[src/rtl/seg_scan_mux.sv]
// Four-digit multiplexed 7-segment scanner with double-buffered frame update.
// Define SEG_LZB_EN to blank leading-zero digits 3..1.
module seg_scan_mux #(
    parameter int CLK_DIV = 100000,
    parameter int GAP_CYC = 16
) (
    input  logic        clk,
    input  logic        rst_n,
    input  logic [15:0] value_in,
    input  logic [3:0]  dp_in,
    input  logic        load,
    output logic [3:0]  nibble,
    output logic [3:0]  an,
    output logic        dp_n,
    output logic        pending,
    output logic        frame_tick
);

    localparam int MAXC = (CLK_DIV > GAP_CYC) ? CLK_DIV : GAP_CYC;
    localparam int CW   = $clog2(MAXC);
    localparam logic [CW-1:0] GAP_LAST = CW'(GAP_CYC - 1);
    localparam logic [CW-1:0] DRV_LAST = CW'(CLK_DIV - 1);

    typedef enum logic {
        GAP   = 1'b0,
        DRIVE = 1'b1
    } state_t;

    state_t        state, state_nx;
    logic [CW-1:0] cnt, cnt_nx;
    logic [1:0]    idx, idx_nx;
    logic          boundary;
    logic [15:0]   sh_val, disp_val, disp_val_nx;
    logic [3:0]    sh_dp, disp_dp, disp_dp_nx;
    logic [3:0]    an_nx, nibble_nx;
    logic          dp_n_nx, pending_nx;
`ifdef SEG_LZB_EN
    logic [3:0]    blank;
`endif

    always_comb begin
        state_nx = state;
        cnt_nx   = cnt + 1'b1;
        idx_nx   = idx;
        boundary = 1'b0;
        case (state)
            GAP: begin
                if (cnt == GAP_LAST) begin
                    state_nx = DRIVE;
                    cnt_nx   = '0;
                end
            end
            DRIVE: begin
                if (cnt == DRV_LAST) begin
                    state_nx = GAP;
                    cnt_nx   = '0;
                    idx_nx   = idx + 2'd1;
                    boundary = (idx == 2'd3);
                end
            end
            default: begin
                state_nx = GAP;
                cnt_nx   = '0;
            end
        endcase
    end

    // Display only changes at the frame boundary, so a frame never tears.
    always_comb begin
        disp_val_nx = disp_val;
        disp_dp_nx  = disp_dp;
        pending_nx  = pending;
        if (boundary && pending) begin
            disp_val_nx = sh_val;
            disp_dp_nx  = sh_dp;
            pending_nx  = 1'b0;
        end
        if (load) begin
            pending_nx = 1'b1;
        end
    end

`ifdef SEG_LZB_EN
    always_comb begin
        blank    = 4'b0000;
        blank[3] = (disp_val_nx[15:12] == 4'h0);
        blank[2] = blank[3] && (disp_val_nx[11:8] == 4'h0);
        blank[1] = blank[2] && (disp_val_nx[7:4] == 4'h0);
    end
`endif

    // Outputs are computed from next-state values and then registered.
    always_comb begin
        nibble_nx = disp_val_nx[{idx_nx, 2'b00} +: 4];
        an_nx     = 4'b1111;
        dp_n_nx   = 1'b1;
        if (state_nx == DRIVE) begin
            an_nx   = ~(4'b0001 << idx_nx);
            dp_n_nx = ~disp_dp_nx[idx_nx];
`ifdef SEG_LZB_EN
            if (blank[idx_nx]) begin
                an_nx   = 4'b1111;
                dp_n_nx = 1'b1;
            end
`endif
        end
    end

    always_ff @(posedge clk or negedge rst_n) begin
        if (!rst_n) begin
            state      <= GAP;
            cnt        <= '0;
            idx        <= 2'd0;
            sh_val     <= 16'h0000;
            sh_dp      <= 4'h0;
            disp_val   <= 16'h0000;
            disp_dp    <= 4'h0;
            pending    <= 1'b0;
            frame_tick <= 1'b0;
            nibble     <= 4'h0;
            an         <= 4'b1111;
            dp_n       <= 1'b1;
        end else begin
            state      <= state_nx;
            cnt        <= cnt_nx;
            idx        <= idx_nx;
            disp_val   <= disp_val_nx;
            disp_dp    <= disp_dp_nx;
            pending    <= pending_nx;
            frame_tick <= boundary;
            nibble     <= nibble_nx;
            an         <= an_nx;
            dp_n       <= dp_n_nx;
            if (load) begin
                sh_val <= value_in;
                sh_dp  <= dp_in;
            end
        end
    end

endmodule

[config.mk]
export PLATFORM = sky130hd
export DESIGN_NAME = seg_scan_mux
export DESIGN_NICKNAME = d
export VERILOG_FILES = /design/src/rtl/seg_scan_mux.sv
export SDC_FILE = /design/constraint.sdc
export NUM_CORES = 1
export LEC_CHECK = 0
export BUFFER_PORTS_ARGS = -buffer_cell sky130_fd_sc_hd__buf_4
export CORE_MARGIN = 2
export CORE_UTILIZATION = 35
export CTS_CLUSTER_SIZE = 30
export DETAILED_ROUTE_END_ITERATION = 12
export PLACE_DENSITY = 0.53
export SLEW_MARGIN = 30
export SYNTH_ARGS = -nofsm -noshare
export SYNTH_HDL_FRONTEND = slang
export SYNTH_SLANG_ARGS = --single-unit
[constraint.sdc]
create_clock -name clk -period 2.4 [get_ports clk]
set_input_delay 0.24 -clock clk [delete_from_list [all_inputs] [get_ports clk]]
set_output_delay 0.24 -clock clk [all_outputs]
set_load 0.005 [all_outputs]
==> summary.md <==
| Metric | Value |
|---|---|
| Outcome | complete, no violations |
| Hold Vio Cnt, Final | 0 |
| Clk buf depth | 2 |
| Worst path max stage delay | 0.62 ns |
| GRT Util Overall | 13.7% |
| Total power | 2.27 mW |
| Count leader, synth | dfrtp_1 |
| RSZ-0062 raised after global routing | yes |
| Post-Syn Area | 0.00300 mm² |
| Synth Register Bits | 71 |
| First-pass GRT wire length | 9250 µm |
| Largest net degree at the start of global routing | 72 |
| DR WL/cell | 14.0 µm |
| Syn_area_per_cell | 14.1 µm² |
| CP dominant cell by count | mux2_4 |
| Critical path class | reg -> reg |
| Share of layout cells above drive strength 1 | 49.5% |
| Top post-synthesis cells by area | dfrtp_1, mux2_2, mux2_4 |
| Crit path max fanout | 10 |
| IO Pins | 34 |
| Diodes inserted | 0 |
| Setup-failing EPs final | 0 |
| Yosys cell types | 32 |
| Yosys warns | 0 |
| CTS tree | done |
| Final-stage net count | 309 |
| Grt ovf | 0 |
| Final worst-path cycle share | 99.4% |
| # Max-Cap Violations | 0 |
| Max Slew Vio Count | 0 |
| Drt initial violations | 72 |
| Max_slew headroom | 58.0% |
| Fin crit period | 2.39 ns |
| Routed Antenna Nets | 0 |
| Vias in the first global route | 1,845 |
| Detail Placement HPWL | 3630 µm |
| Worst path bufs/invs | 1 |
| Register area share after synthesis | 59.5% |
| Die Area | 0.00932 mm² |
| Max VDD drop | 0.265 mV |
| Final worst slack | 0.0144 ns |
| Maximum clock rate | 419 MHz |
| Via count | 1,807 |
| Critical path, cell by cell | ha_1, nand4_1, or4_4, buf_12, mux2_4, mux2_2, mux2_4 |
| Syn nets | 238 |
| Reg clk slew, reported paths | 0.07 ns |
| Top cell type's share of synthesized area | 55.1% |
| Die height | 96.5 µm |
| # clock sinks | 71 |
| Setup_tns | 0 ns |
| Routed WL | 5500 µm |
| Gate Count Post-Synth | 213 |
| Row count | 33 |
| Starting Density | 36.3% |
| DP Worst Slack | -0.0441 ns |
| Root buf cell | clkbuf_8 |
| Endpoint type of the worst setup path | flop |
| Chip Width | 96.5 µm |
| Post-synth top cells | dfrtp_1, mux2_2, mux2_4 |
| Worst-Skew Late Latency | 0.35 ns |
| Dominant cell type by area after synthesis | dfrtp_1 |
| Worst Hold Class | in -> reg |
| Pwr dens | 588 mW/mm² |
| DRC | 0 |
| Lkg Pwr | 1.92 nW |
| Antenna violations before repair | 0 |
| 1st-pass router iterations | 5 |
| Number of I/O port buffers | 33 |
| Vias/cell | 4.59 |
| Synth-to-Final Area Change | 28.6% |
| CTS buffer count | 9 |
| Gpl congestion | 0.749 |
| Core area | 0.00826 mm² |
| EDFF count, synth | 0 |
| Cell family with most CP delay | multiplexers |
| Post-synthesis async set-or-reset flop share | 100% |
| Tightest Pin Transition | 0.630 ns |
| CP Launch Type | flop |
| Critical Path AT | 2.62 ns |
| Clock Skew | 0.00343 ns |
| CTS H-tree depth | 3 |
| Req. time, crit path | 2.64 ns |
| Worst-path cell with the longest stage delay | or4_4 |
| Post-synth top flop | dfrtp_1 |
## state kept, by name, indices dropped and copies added, names as in the netlist
signal,flops
state,1
sh_dp,4
dp_n,1
disp_dp,4
disp_val,16
frame_tick,1
sh_val,16
idx,2
an,4
cnt,17
pending,1
nibble,4
## final timing paths
kind | startpoint | endpoint | slack [ns] | cells past startpoint
max in group asynchronous | rst_n | cnt[14]$_DFF_PN0_ | 1.51 | 2
max | cnt[0]$_DFF_PN0_ | nibble[1]$_DFF_PN0_ | 0.01 | 7
min | value_in[15] | sh_val[15]$_DFFE_PN0P_ | 0.12 | 2
min reg2reg | disp_val[8]$_DFF_PN0_ | disp_val[8]$_DFF_PN0_ | 0.50 | 1
min in group asynchronous | rst_n | cnt[3]$_DFF_PN0_ | 0.46 | 2
max reg2reg | cnt[0]$_DFF_PN0_ | nibble[1]$_DFF_PN0_ | 0.01 | 7
## power by group
group	internal (mW)	leakage (nW)	switching, mW
registers	1.23	0.910	0.0172
clock network	0.476	0.0960	0.449
logic	0.0548	0.914	0.0404
total	1.76	1.92	0.506
## placed cells by master (no fill, tap or decap), types with 6 or more instances in the layout
| cell type | count |
|---|---|
| inv_1 | 6 |
| xnor2_1 | 10 |
| mux2_2 | 31 |
| nand2_1 | 10 |
| dfrtp_1 | 66 |
| buf_4 | 60 |
| nand3_1 | 10 |
| clkbuf_8 | 9 |
| mux2_4 | 18 |
| nor2_1 | 16 |
## metrics by stage
stage / instance area [µm²] / utilization, % / cells / hold slack [ns]
finish: 3850 / 46.7 / 394 / 0.118
global route: 3850 / 46.7 / 394 / 0.0957
CTS: 3820 / 46.3 / 393 / 0.0445
detailed placement: 3590 / 43.5 / 376 / 0.420
global placement: 3590 / 43.5 / 376 / 0.425
floorplan: 3000 / - / 213 / -0.0556
## logic make-up (layout without fill, tap and decap cells)
family                   after synthesis  after routing  synth area share (%)
adder cells (fa/ha/maj)                2              2                 0.835
XOR/XNOR                              16             16                  4.93
flip-flops                            71             71                  59.5
multiplexers                          53             53                  22.4
AND/OR/NAND/NOR                       53             53                  8.69
buffers and inverters                 12             88                  2.05
AO/OA/AOI/OAI                          6              6                  1.59
## cell type report
type | instances | area (µm²)
inverter | 7 | 26.3
fill | 762 | 4400
clock buffer | 10 | 128
sequential | 71 | 1780
tap | 105 | 131
multi-input combinational | 130 | 1190
clock inverter | 6 | 61.3
timing repair buffer | 65 | 539
## metal layers
metal	vias to the layer above	wire, µm	share of wire [%]	track usage [%]
met5	-	0	0	0
met4	0	93	1.7	6.69
met3	8	202	3.7	4.11
met2	30	2590	47	20.3
met1	889	2610	48	18.4
li1	880	-	-	-
## what timing repair did
item,in CTS,in global routing
gates resized for setup,5,3
gates cloned,1,0
setup endpoints to repair,4,5
setup buffers,0,0
hold buffers,0,1
pin swaps,4,0
endpoints found under the hold margin,0,66
Note: power is estimated with default switching activity, not from simulation.
